File: src/rtl/regfile_write_arbiter.sv
// Arbitrates the single register-file write port between ALU writeback and load return.
// Loads win by default; a saturating starvation counter forces an ALU win after STARVE_LIMIT losses.
module regfile_write_arbiter #(
  parameter int unsigned DATA_WIDTH   = 32,
  parameter int unsigned ADDR_WIDTH   = 5,
  parameter int unsigned STARVE_LIMIT = 3
) (
  input  logic                  clk,
  input  logic                  reset,
  input  logic                  clk_enable,
  input  logic                  alu_valid,
  output logic                  alu_ready,
  input  logic [ADDR_WIDTH-1:0] alu_addr,
  input  logic [DATA_WIDTH-1:0] alu_data,
  input  logic                  mem_valid,
  output logic                  mem_ready,
  input  logic [ADDR_WIDTH-1:0] mem_addr,
  input  logic [DATA_WIDTH-1:0] mem_data,
  output logic                  rf_write_enable,
  output logic [ADDR_WIDTH-1:0] rf_write_address,
  output logic [DATA_WIDTH-1:0] rf_write_data,
  output logic [1:0]            grant_src
);

  localparam logic [3:0] LIMIT      = 4'(STARVE_LIMIT);
  localparam logic [1:0] GRANT_NONE = 2'b00;
  localparam logic [1:0] GRANT_ALU  = 2'b01;
  localparam logic [1:0] GRANT_MEM  = 2'b10;

  logic [3:0] starve_cnt;
  logic       alu_turn;
  logic       active;

  assign alu_turn = (starve_cnt == LIMIT);
  assign active   = reset & clk_enable;

  // Readies depend only on enable, reset, both valids and the starve counter.
  always_comb begin
    alu_ready = 1'b0;
    mem_ready = 1'b0;
    if (active) begin
      if (alu_valid && mem_valid) begin
        alu_ready = alu_turn;
        mem_ready = !alu_turn;
      end else begin
        alu_ready = alu_valid;
        mem_ready = mem_valid;
      end
    end
  end

  always_ff @(posedge clk or negedge reset) begin
    if (!reset) begin
      starve_cnt <= '0;
    end else if (clk_enable) begin
      if (alu_valid && !alu_ready) begin
        if (starve_cnt != LIMIT) starve_cnt <= starve_cnt + 4'd1;
      end else begin
        starve_cnt <= '0;
      end
    end
  end

  // A write to register 0 is consumed as a grant but never strobed into the file.
  always_ff @(posedge clk or negedge reset) begin
    if (!reset) begin
      rf_write_enable  <= 1'b0;
      rf_write_address <= '0;
      rf_write_data    <= '0;
      grant_src        <= GRANT_NONE;
    end else if (alu_ready) begin
      rf_write_enable  <= (alu_addr != '0);
      rf_write_address <= alu_addr;
      rf_write_data    <= alu_data;
      grant_src        <= GRANT_ALU;
    end else if (mem_ready) begin
      rf_write_enable  <= (mem_addr != '0);
      rf_write_address <= mem_addr;
      rf_write_data    <= mem_data;
      grant_src        <= GRANT_MEM;
    end else begin
      rf_write_enable  <= 1'b0;
      grant_src        <= GRANT_NONE;
    end
  end

endmodule

File: config.mk
export PLATFORM = sky130hd
export DESIGN_NAME = regfile_write_arbiter
export DESIGN_NICKNAME = d
export VERILOG_FILES = /design/src/rtl/regfile_write_arbiter.sv
export SDC_FILE = /design/constraint.sdc
export NUM_CORES = 1
export LEC_CHECK = 0
export ABC_CLOCK_PERIOD_IN_PS = 1700
export CAP_MARGIN = 20
export CORE_ASPECT_RATIO = 1.4
export CORE_MARGIN = 2
export CORE_UTILIZATION = 35
export DETAILED_ROUTE_END_ITERATION = 7
export PLACE_DENSITY_LB_ADDON = 0.3
export SYNTH_ARGS = -nofsm -noshare
export SYNTH_HDL_FRONTEND = slang
export SYNTH_SLANG_ARGS = --single-unit
File: constraint.sdc
create_clock -name clk -period 1.7 [get_ports clk]
set_input_delay 0.255 -clock clk [delete_from_list [all_inputs] [get_ports clk]]
set_output_delay 0.255 -clock clk [all_outputs]
set_load 0.005 [all_outputs]
## Yosys cells after proc, flatten, opt, wreduce, memory -nomap -nowiden

Cells that the tools add are included.

- Register bits: 44
- Bits in latches: 0
- Memory bits (writable): 0
- ROM bits: 0
- Output and inout port bits: 42
- Memories: 0

- Add/sub/neg operators: 1
- $mul: 0
- Div/mod/pow operators: 0
- $lt $le $gt $ge: 0
- Equal/unequal tests: 3
- Shifts and indexed selects: 0
- Mux-type cells: 14
- Bitwise operators: 1
- Reduce and logical (&&, ||, !) cells: 8

Operator list:

| operator | number |
|---|---|
| $mux W32 | 2 |
| $mux W5 | 2 |
| $reduce_bool A5 Y1 | 2 |
| $mux W4 | 2 |
| $mux W1 | 6 |
| $add A4 B1 Y4 const B | 1 |
| $eq A4 B2 Y1 const B | 1 |
| $mux W2 | 2 |
| $ne A4 B2 Y1 const B | 1 |
| $logic_and A1 B1 Y1 | 2 |
| $logic_not A1 Y1 | 2 |
| $ne A2 B1 Y1 const B | 1 |
| $reduce_and A2 Y1 | 1 |
| $reduce_bool A2 Y1 | 1 |
| $and A1 B1 Y1 | 1 |

## Depth between registers and ports, before layout

Gate-level depths: netlist of the first run.

- Depth in word-level cells: 7
- Mapped depth: 7
- Gate-level depth less buffers: 4

## Least setup slack after synthesis of the first run

No wires, ideal clock.

- Kind: register to register
- Start: reg starve_cnt[0]
- End: reg rf_write_data[1]
- Setup time: 94 ps
- Arrival time: 1604 ps
- Path slack: 2 ps
- Stages on the path, launching flop included: 7
- Clock period less this slack: 1698 ps
- Cells stage by stage: dfrtp_1 -> ha_1 -> or3b_1 -> clkbuf_1 -> clkbuf_1 -> o22ai_1 -> a211oi_1

- Word-level cells in the longest chain between the ends: 5
- Elaborated cells between the ends (all ways): 8
- Those cells by class: eq/ne: 1; mux: 5; reduce/logical: 2

RTL lines:

| item | line | source |
|---|---|---|
| from (decl) | 30 | `logic [3:0] starve_cnt;` |
| from (signal assigned) | 57 | `if (starve_cnt != LIMIT) starve_cnt <= starve_cnt + 4'd1;` |
| $eq A4 B2 Y1 * | 34 | `assign alu_turn = (starve_cnt == LIMIT);` |
| $logic_not A1 Y1 | 44 | `mem_ready = !alu_turn;` |
| $mux W1 | 42 | `if (alu_valid && mem_valid) begin` |
| $mux W1 | 41 | `if (active) begin` |
| $reduce_bool A2 Y1 (no source line) | n/a |  |
| to (signal assigned) | 74 | `rf_write_data <= alu_data;` |
| to (signal assigned) | 79 | `rf_write_data <= mem_data;` |
| to (decl) | 21 | `output logic [DATA_WIDTH-1:0] rf_write_data,` |

Every way passes the cells marked *; elsewhere a longest branch is shown, timed or not.
A chain may end at the register's enable or synchronous reset.

## Final worst setup path of the first run

- Start: reg starve_cnt[1]
- End: reg rf_write_data[23]

The elaborated chain is that of the path after synthesis.

==> results of run 1 <==
==> cells by family after synthesis <==
group | share of synthesized area, %
adder cells (fa/ha/maj) | 0.446
flip-flops | 39.2
buffers and inverters | 10.2
AND/OR/NAND/NOR | 21.4
AO/OA/AOI/OAI | 28.3
multiplexers | 0.357
==> power by group <==
part	total, mW	internal, mW	switching (mW)
combinational	1.31	0.814	0.493
clock	0.697	0.325	0.373
sequential	1.37	1.24	0.138
total	3.38	2.37	1.00
==> through the flow <==
step	cell area, um2	hold slack, ps
after CTS	4270	37.4
after global placement	4140	302
final	4420	28.0
after global routing	4420	54.7
after floorplan	2810	-40.6
after detailed placement	4140	299
==> flip-flops by register name, indices dropped and copies added (netlist names) <==
name	flops
rf_write_address	5
starve_cnt	4
rf_write_data	32
grant_src	2
rf_write_enable	1
==> cell usage in the layout (no fill, tap or decap), types with 2 or more instances in the layout <==
cell type        instances
a211oi_1                 4
a211oi_2                28
a21oi_1                 32
a221o_1                  5
a31oi_1                  2
and2_1                   6
buf_12                   3
buf_2                    2
buf_4                   19
buf_6                    3
clkbuf_8                 6
clkdlybuf4s50_1        116
clkinv_2                 2
dfrtp_1                 44
inv_1                   38
nand2_1                  2
nand2b_1                 2
nand3_1                  2
nand4b_1                32
nor2_1                   3
nor3_1                   3
o22ai_1                 32
o2bb2ai_1                2
or2_2                   32
==> metal layers <==
layer	track usage, %	routed length [um]	vias to the layer above
met4	7.64	191	0
met2	37.0	5010	114
met5	0	0	-
met3	3.50	538	12
li1	-	-	1400
met1	23.7	3480	1484
==> timing repair <==
| action | CTS | global route |
|---|---|---|
| pin swaps | 3 | 13 |
| setup endpoints to repair | 42 | 42 |
| cloned | 0 | 1 |
| setup buffers | 1 | 1 |
| resized for setup | 13 | 23 |
| endpoints found under the hold margin | 27 | 0 |
| hold buffers | 1 | 0 |
==> layout make-up <==
class                      count  area share [%]
clock buffer                   6            1.87
clock inverter                 2           0.226
inverter                      38            3.23
multi-input combinational    201            34.5
sequential                    44            24.9
tap                          100            2.83
timing repair buffer         144            32.4
==> worst min path at each step <==
stage / startpoint / to / slack, ps / cells past startpoint
floorplan: reset / grant_src[0]$_DFF_PN0_ / -40 / 0
global placement: reset / rf_write_data[11]$_DFFE_PN0P_ / 300 / 2
detailed placement: reset / rf_write_data[10]$_DFFE_PN0P_ / 300 / 2
CTS: reset / starve_cnt[1]$_DFFE_PN0P_ / 40 / 2
global route: reset / starve_cnt[2]$_DFFE_PN0P_ / 50 / 2
finish: reset / starve_cnt[1]$_DFFE_PN0P_ / 30 / 2
==> flow_summary.json, run 1 <==
{
  "worstMarginPinSlew_ps": 434,
  "worstSetupPathType": "flip-flop to flip-flop",
  "netlist.area_leader.share_pct": 39.2,
  "post-route-drc-count": 0,
  "antenna_found_initial": 0,
  "n_antenna_cell": 0,
  "regArea_um2": 1100,
  "regToRegSetupSlack_ps": -190,
  "slew_headroom_pct": 70.9,
  "synth_area_um2": 2810,
  "syn-instance-count": 315,
  "cp_max_fo": 18,
  "ys_types": 33,
  "clk_path_buf_depth": 2,
  "async_flop_share_pct": 100,
  "yosysMostFrequentCell": "dfrtp_1",
  "tritoncts": "yes",
  "hp-class": "input pin to async pin",
  "cts_made_buffers": 5,
  "start_util_pct": 36.2,
  "final-setup-viol-count": 34,
  "instances_no_fill": 535,
  "r2r_cells": 6,
  "drtIter0Drc": 200,
  "grt_util_all_layers_pct": 20.3,
  "io_buffers": 120,
  "r2r_end": "rf_write_data[23]$_DFFE_PN0P_",
  "start_kind": "flip-flop",
  "vias": 3010,
  "crit_path_end": "rf_write_data[23]$_DFFE_PN0P_",
  "yosys.area.top_type": "dfrtp_1",
  "synth_warnings": 0,
  "dpl.hpwl_mm": 6.03,
  "ys.flop_type": "dfrtp_1",
  "vias_per_cell": 5.63,
  "fp-row-count": 38,
  "synth_edf_count": 0,
  "fmax_mhz": 528,
  "fin_tns_setup_ps": -3000,
  "ant_nets": 0,
  "max_stage_delay_ps": 410,
  "gp_congestion": 0.757,
  "wl_per_cell_um": 17.2,
  "worst-path-buf-inv": 2,
  "dp.cells": 523,
  "nets": 514,
  "cts-root-buf": "clkbuf_8",
  "grt_start_max_net_pins": 40,
  "grt_setup_unrepaired": "true",
  "path_depth": 6,
  "path_cells": "ha_2 -> or3b_4 -> o211a_4 -> buf_6 -> buf_4 -> a211oi_2",
  "failed_checks": "negative setup slack",
  "clk_pin_slew_ps": 80,
  "outcome": "finished, violations left",
  "core_um2": 7750,
  "setup_slack_ps": -193,
  "period_share_pct": 111,
  "crit_family": "compound AO/OA/AOI/OAI gates",
  "slew_viol_final": 0,
  "synth-seq-cells": 44,
  "grt-ovfl-total": 0,
  "ioPinCount": 121,
  "endpoint_kind": "flip-flop",
  "finalPower_mw": 3.38,
  "required_ps": 1910,
  "area_delta_synth_final_pct": 57.4,
  "grt_pass1_vias": 2987,
  "setup.worst_path.start": "starve_cnt[1]$_DFFE_PN0P_",
  "clk_latency_ps": 300,
  "cts_max_level": 2,
  "leakage_nw": 1.76,
  "ys_seq_area_share_pct": 39.2,
  "multi_input_area_um2": 1530,
  "yosys-top-cells-count": "dfrtp_1 (44), inv_1 (38), a21oi_1 (33)",
  "utilization_pct": 57.0,
  "dieArea_um2": 8760,
  "fill_cells": 683,
  "wirelength_mm": 9.22,
  "synthTopCellsByArea": "dfrtp_1 (39%), nand4b_1 (10%), o22ai_1 (7.1%)",
  "hold_viol": 0,
  "cts_num_sinks": 44,
  "period_minus_slack_ps": 1890,
  "maxCapViolCount": 0,
  "p_per_area_nw_per_um2": 764,
  "preCtsSetupSlack_ps": -286,
  "syn-num-nets": 395,
  "die_width_um": 79.7,
  "worstPathArrival_ps": 2110,
  "syn_avg_cell_area_um2": 8.91,
  "grt_pass1_wl_mm": 14.2,
  "max-vdd-ir-drop_uv": 458,
  "die_h_um": 110,
  "reg2reg_from": "starve_cnt[1]$_DFFE_PN0P_",
  "crit_slowest_cell": "or3b_4",
  "firstDrtPassIters": 5,
  "drive_gt1_share_pct": 23.0,
  "finClkSkew_ps": 3.32
}
(Power assumes the default switching activity.)
==> inputs of run 2 (changes only) <==
- CAP_MARGIN: 20 -> unset
==> results of run 2 <==
Final layout, timing and power as in run 1 (identical DEF).
